`src/rtl/dbus_uart_tx.sv`:
```
// Memory-mapped 8N1 UART transmitter on the data-memory bus.
// Stores push bytes into a FIFO; a bit-timer driven FSM serializes them onto txd.
//
// state | meaning
// ------+-----------------------------------------------------------
// IDLE  | txd=1, waiting for enable and a non-empty FIFO
// START | txd=0 for one bit period
// DATA  | eight data bits, LSB first, one bit period each
// STOP  | txd=1 for one bit period, then back to IDLE
module dbus_uart_tx #(
  parameter int          FIFO_AW   = 4,
  parameter logic [15:0] DIV_RESET = 16'd868
) (
  input  logic        clk,
  input  logic        rst,
  input  logic        sel,
  input  logic [31:0] addr,
  input  logic [31:0] in,
  input  logic        we,
  output logic [31:0] out,
  output logic        txd
);

  localparam int DEPTH = 1 << FIFO_AW;

  localparam logic [1:0] REG_TXDATA  = 2'd0;
  localparam logic [1:0] REG_STATUS  = 2'd1;
  localparam logic [1:0] REG_BAUDDIV = 2'd2;
  localparam logic [1:0] REG_CONTROL = 2'd3;

  localparam logic [FIFO_AW:0]   CNT_ONE  = (FIFO_AW+1)'(1);
  localparam logic [FIFO_AW:0]   CNT_FULL = (FIFO_AW+1)'(DEPTH);
  localparam logic [FIFO_AW-1:0] PTR_ONE  = FIFO_AW'(1);

  typedef enum logic [1:0] {
    IDLE  = 2'd0,
    START = 2'd1,
    DATA  = 2'd2,
    STOP  = 2'd3
  } state_t;

  logic [7:0]         mem [DEPTH];
  logic [FIFO_AW-1:0] wptr;
  logic [FIFO_AW-1:0] rptr;
  logic [FIFO_AW:0]   count;

  logic               overflow;
  logic               enable;
  logic [15:0]        baud_div;

  state_t             state;
  logic [7:0]         shreg;
  logic [2:0]         bit_idx;
  logic [15:0]        timer;
  logic [15:0]        div_lat;

  logic [1:0]         reg_sel;
  logic               wr;
  logic               full;
  logic               empty;
  logic               busy;
  logic               pop;
  logic               push_req;
  logic               push;
  logic               ovf_set;
  logic               ovf_clr;
  logic [31:0]        rdata;

  assign reg_sel  = addr[3:2];
  assign wr       = sel & we;
  assign full     = (count == CNT_FULL);
  assign empty    = (count == '0);
  assign busy     = (state != IDLE);
  assign pop      = (state == IDLE) & enable & ~empty;
  assign push_req = wr & (reg_sel == REG_TXDATA);
  // A push into a full FIFO still lands if the head leaves in the same cycle.
  assign push     = push_req & (~full | pop);
  assign ovf_set  = push_req & full & ~pop;
  assign ovf_clr  = wr & (reg_sel == REG_CONTROL) & in[1];

  always_ff @(posedge clk) begin
    if (push) begin
      mem[wptr] <= in[7:0];
    end
  end

  always_ff @(posedge clk or negedge rst) begin
    if (!rst) begin
      wptr  <= '0;
      rptr  <= '0;
      count <= '0;
    end else begin
      if (push) begin
        wptr <= wptr + PTR_ONE;
      end
      if (pop) begin
        rptr <= rptr + PTR_ONE;
      end
      case ({push, pop})
        2'b10:   count <= count + CNT_ONE;
        2'b01:   count <= count - CNT_ONE;
        default: count <= count;
      endcase
    end
  end

  always_ff @(posedge clk or negedge rst) begin
    if (!rst) begin
      overflow <= 1'b0;
      enable   <= 1'b0;
      baud_div <= DIV_RESET;
    end else begin
      if (wr && (reg_sel == REG_BAUDDIV)) begin
        baud_div <= (in[15:0] == 16'd0) ? 16'd1 : in[15:0];
      end
      if (wr && (reg_sel == REG_CONTROL)) begin
        enable <= in[0];
      end
      if (ovf_set) begin
        overflow <= 1'b1;
      end else if (ovf_clr) begin
        overflow <= 1'b0;
      end
    end
  end

  always_comb begin
    rdata = '0;
    case (reg_sel)
      REG_STATUS: begin
        rdata[0]             = full;
        rdata[1]             = empty;
        rdata[2]             = busy;
        rdata[3]             = overflow;
        rdata[8 +: FIFO_AW+1] = count;
      end
      REG_BAUDDIV: rdata[15:0] = baud_div;
      REG_CONTROL: rdata[0]    = enable;
      default:     rdata       = '0;
    endcase
  end

  always_ff @(posedge clk or negedge rst) begin
    if (!rst) begin
      out <= '0;
    end else begin
      out <= (sel && !we) ? rdata : '0;
    end
  end

  // div_lat freezes the bit period for the whole frame; BAUDDIV writes wait.
  always_ff @(posedge clk or negedge rst) begin
    if (!rst) begin
      state   <= IDLE;
      txd     <= 1'b1;
      shreg   <= '0;
      bit_idx <= '0;
      timer   <= '0;
      div_lat <= DIV_RESET;
    end else begin
      case (state)
        IDLE: begin
          txd <= 1'b1;
          if (pop) begin
            shreg   <= mem[rptr];
            div_lat <= baud_div;
            timer   <= baud_div - 16'd1;
            txd     <= 1'b0;
            state   <= START;
          end
        end
        START: begin
          if (timer == 16'd0) begin
            timer   <= div_lat - 16'd1;
            txd     <= shreg[0];
            shreg   <= {1'b0, shreg[7:1]};
            bit_idx <= 3'd0;
            state   <= DATA;
          end else begin
            timer <= timer - 16'd1;
          end
        end
        DATA: begin
          if (timer == 16'd0) begin
            timer <= div_lat - 16'd1;
            if (bit_idx == 3'd7) begin
              txd   <= 1'b1;
              state <= STOP;
            end else begin
              txd     <= shreg[0];
              shreg   <= {1'b0, shreg[7:1]};
              bit_idx <= bit_idx + 3'd1;
            end
          end else begin
            timer <= timer - 16'd1;
          end
        end
        STOP: begin
          if (timer == 16'd0) begin
            state <= IDLE;
          end else begin
            timer <= timer - 16'd1;
          end
        end
        default: begin
          state <= IDLE;
          txd   <= 1'b1;
        end
      endcase
    end
  end

endmodule

```
`config.mk`:
```
export PLATFORM = sky130hd
export DESIGN_NAME = dbus_uart_tx
export DESIGN_NICKNAME = d
export VERILOG_FILES = /design/src/rtl/dbus_uart_tx.sv
export SDC_FILE = /design/constraint.sdc
export NUM_CORES = 1
export LEC_CHECK = 0
export BUFFER_PORTS_ARGS = -buffer_cell sky130_fd_sc_hd__buf_2
export CAP_MARGIN = 5
export CELL_PAD_IN_SITES_DETAIL_PLACEMENT = 2
export CELL_PAD_IN_SITES_GLOBAL_PLACEMENT = 2
export CORE_MARGIN = 4
export CORE_UTILIZATION = 23
export DETAILED_ROUTE_END_ITERATION = 8
export PLACE_DENSITY_LB_ADDON = 0.25
export SLEW_MARGIN = 20
export SYNTH_ARGS = -nofsm -noshare
export SYNTH_HDL_FRONTEND = slang
export SYNTH_SLANG_ARGS = --single-unit
```
`constraint.sdc`:
```
create_clock -name clk -period 2.6 [get_ports clk]
set_input_delay 0.26 -clock clk [delete_from_list [all_inputs] [get_ports clk]]
set_output_delay 0.26 -clock clk [all_outputs]
set_load 0.01 [all_outputs]
```
==> reports/results.tsv <==
metric	value	unit
synth.top_cell.area_share	37.3	%
pre_cts_ws	0.0401	ns
hold_path_class	primary input to flip-flop	
synth_ff_type	edfxtp_1	
start_kind	flip-flop	
nFillCells	4737	
clock_sinks	221	
ios	101	
grt_pass1_wl	46.2	mm
synth_edf_count	128	
slew_viol_final	0	
critPathMaxFanout	5	
postCtsSetupBuffers	0	
finalNetCount	981	
max_slew_margin	53.2	%
critPathCaptureType	flip-flop	
cts_tree	done	
port_buffers	38	
stdcell_count	1500	
gp_congestion	0.731	
crit_top_cell	or4_1	
rsz0062_at_grt	false	
cap_violations	0	
grt-ovfl-total	0	
ir_worst_vdd	0.000471	V
required	3.06	ns
finalSetupViolCount	0	
grt_pass1_vias	7488	
async_flop_share	42.1	%
ys_warn_count	0	
critPathTopFamily	simple AND/OR/NAND/NOR gates	
setup_ws	0.197	ns
start_util	23.3	%
ys_seq_area_share	60.0	%
path_cells	or4_1 -> or4_1 -> nor3_1 -> xor2_1 -> nand2_1 -> a31oi_1	
vias_per_cell	4.43	
synthTopCellsByCount	edfxtp_1 (128), nand2_1 (99), dfrtp_1 (82), nor2_1 (48), mux4_2 (33)	
placed_cells	1443	
cts.path.max_buffers	3	
cpMaxStageDelayCell	or4_1	
coreArea	0.0442	mm2
drive_gt1_share	23.3	%
post-route-util	28.5	%
critical_path_class	flip-flop to flip-flop	
crit_cells	6	
drc	0	
cts_made_buffers	26	
power.density	1080	mW/mm2
max_freq	0.416	GHz
antenna_found_initial	0	
die_area	0.0483	mm2
grt_use_total	12.4	%
ant_nets	0	
syn_area	0.0103	mm2
drt_wl_total	29.4	mm
drtIter0Drc	278	
antenna_cells	0	
syn2layout_area_growth	22.4	%
synth_area_per_cell	13.0	um2
wire_per_inst	19.6	um
clk_pin_slew	0.06	ns
ys_types	67	
num_vias	6651	
final_hold_viol_count	0	
r2r_cells	6	
fin_crit_sh	92.4	%
tightest_slew	0.696	ns
leakagePower	0.00476	uW
ys_ff_latch	221	
synth.area.top_cells	edfxtp_1 (37%), dfrtp_1 (20%), mux4_2 (7.2%)	
rows	77	
yosys.area.top_type	edfxtp_1	
clkLatencyLatePin	0.55	ns
grt_max_degree	45	
dp_hpwl	20.9	mm
status	finished clean	
synthCells	793	
htreeDepth	1	
setup_tns	0	ns
dieWidth	220	um
min_period	2.40	ns
path_buf_inv	0	
die_h	220	um
arrival	2.87	ns
max_stage_delay	0.63	ns
drtPass1Iterations	5	
clock-root-buffer	clkbuf_16	
clock-skew-final	0.0227	ns
hold_depth	2	
synth.most_common_cell	edfxtp_1	
state kept, by name, summed over array words and instances (netlist names):
| register | cells |
|---|---|
| mem | 128 |
| baud_div | 16 |
| div_lat | 16 |
| out | 16 |
| timer | 16 |
| shreg | 8 |
| count | 5 |
| rptr | 4 |
| wptr | 4 |
| bit_idx | 3 |
| state | 2 |
| enable | 1 |
| overflow | 1 |
| txd | 1 |
kinds of logic after synthesis:
family / share of synthesized area [%]
buf+inv: 3.47
fa+ha+maj: 3.11
flops: 60.0
compound gates: 7.29
mux: 11.1
other cells: 0.0364
xor+xnor: 3.48
simple gates: 11.5
area by class of cell:
cell class,count,area [um2],area share (%)
Clock buffer,35,724,5.74
Sequential cell,221,6190,49.0
Inverter,27,101,0.803
Tap cell,592,741,5.87
Clock inverter,13,213,1.69
Multi-Input combinational cell,509,3850,30.5
Timing Repair Buffer,103,803,6.37
final timing paths:
kind,slack (ns),from,end
hold reg to reg,0.47,div_lat[6],div_lat[6]
setup / recovery,0.20,baud_div[0],timer[9]
max in group asynchronous,1.56,rst,div_lat[5]
min in group asynchronous,0.28,rst,baud_div[12]
hold / removal,0.02,in[14],baud_div[14]
setup reg to reg,0.20,baud_div[0],timer[9]
where the power goes:
part,internal [uW],switching [uW],leakage (uW)
logic,2060,2690,0.00200
registers,4280,634,0.00231
clock network,2460,1530,0.000449
total,8800,4860,0.00476
through the flow:
step / power [uW] / instance area, um2 / hold slack [ns]
2_1_floorplan: 7950 / 10400 / -0.0356
3_3_place_gp: 9730 / 11600 / 0.320
3_5_place_dp: 9830 / 11600 / 0.318
4_1_cts: 13900 / 12600 / 0.00551
5_1_grt: 14700 / 12600 / 0.00246
6_report: 13700 / 12600 / 0.0205
worst register-to-register path, delay by kind of cell, from the launching register on:
family / cells / cell delay [ns]
compound gates: 1 / 0.16
xor+xnor: 1 / 0.31
flops: 1 / 0.43
simple gates: 4 / 1.43
metal layers:
layer	vias up	track usage, %	wire length [um]
met5	-	0	0
met4	0	2.41	388
met3	27	1.70	833
met2	70	21.2	14400
met1	3466	16.8	13800
li1	3088	-	-
timing repair:
action,in CTS,in global routing
hold buffers,9,0
resized for setup,0,7
setup endpoints to repair,0,37
hold endpoints to repair,44,0
placed cells by master (no fill, tap or decap), types with 21 or more instances in the layout:
master	synthesis	routed
mux2i_1	22	22
xnor2_1	21	21
clkbuf_16	0	26
nor2_1	48	48
dfrtp_1	82	81
ha_1	24	23
o21ai_0	28	27
edfxtp_1	128	128
mux4_2	33	33
buf_4	16	49
nand2_1	99	99
buf_2	4	37
inv_1	26	24
nor3_1	24	24
Power figures use the tool's default switching activity.
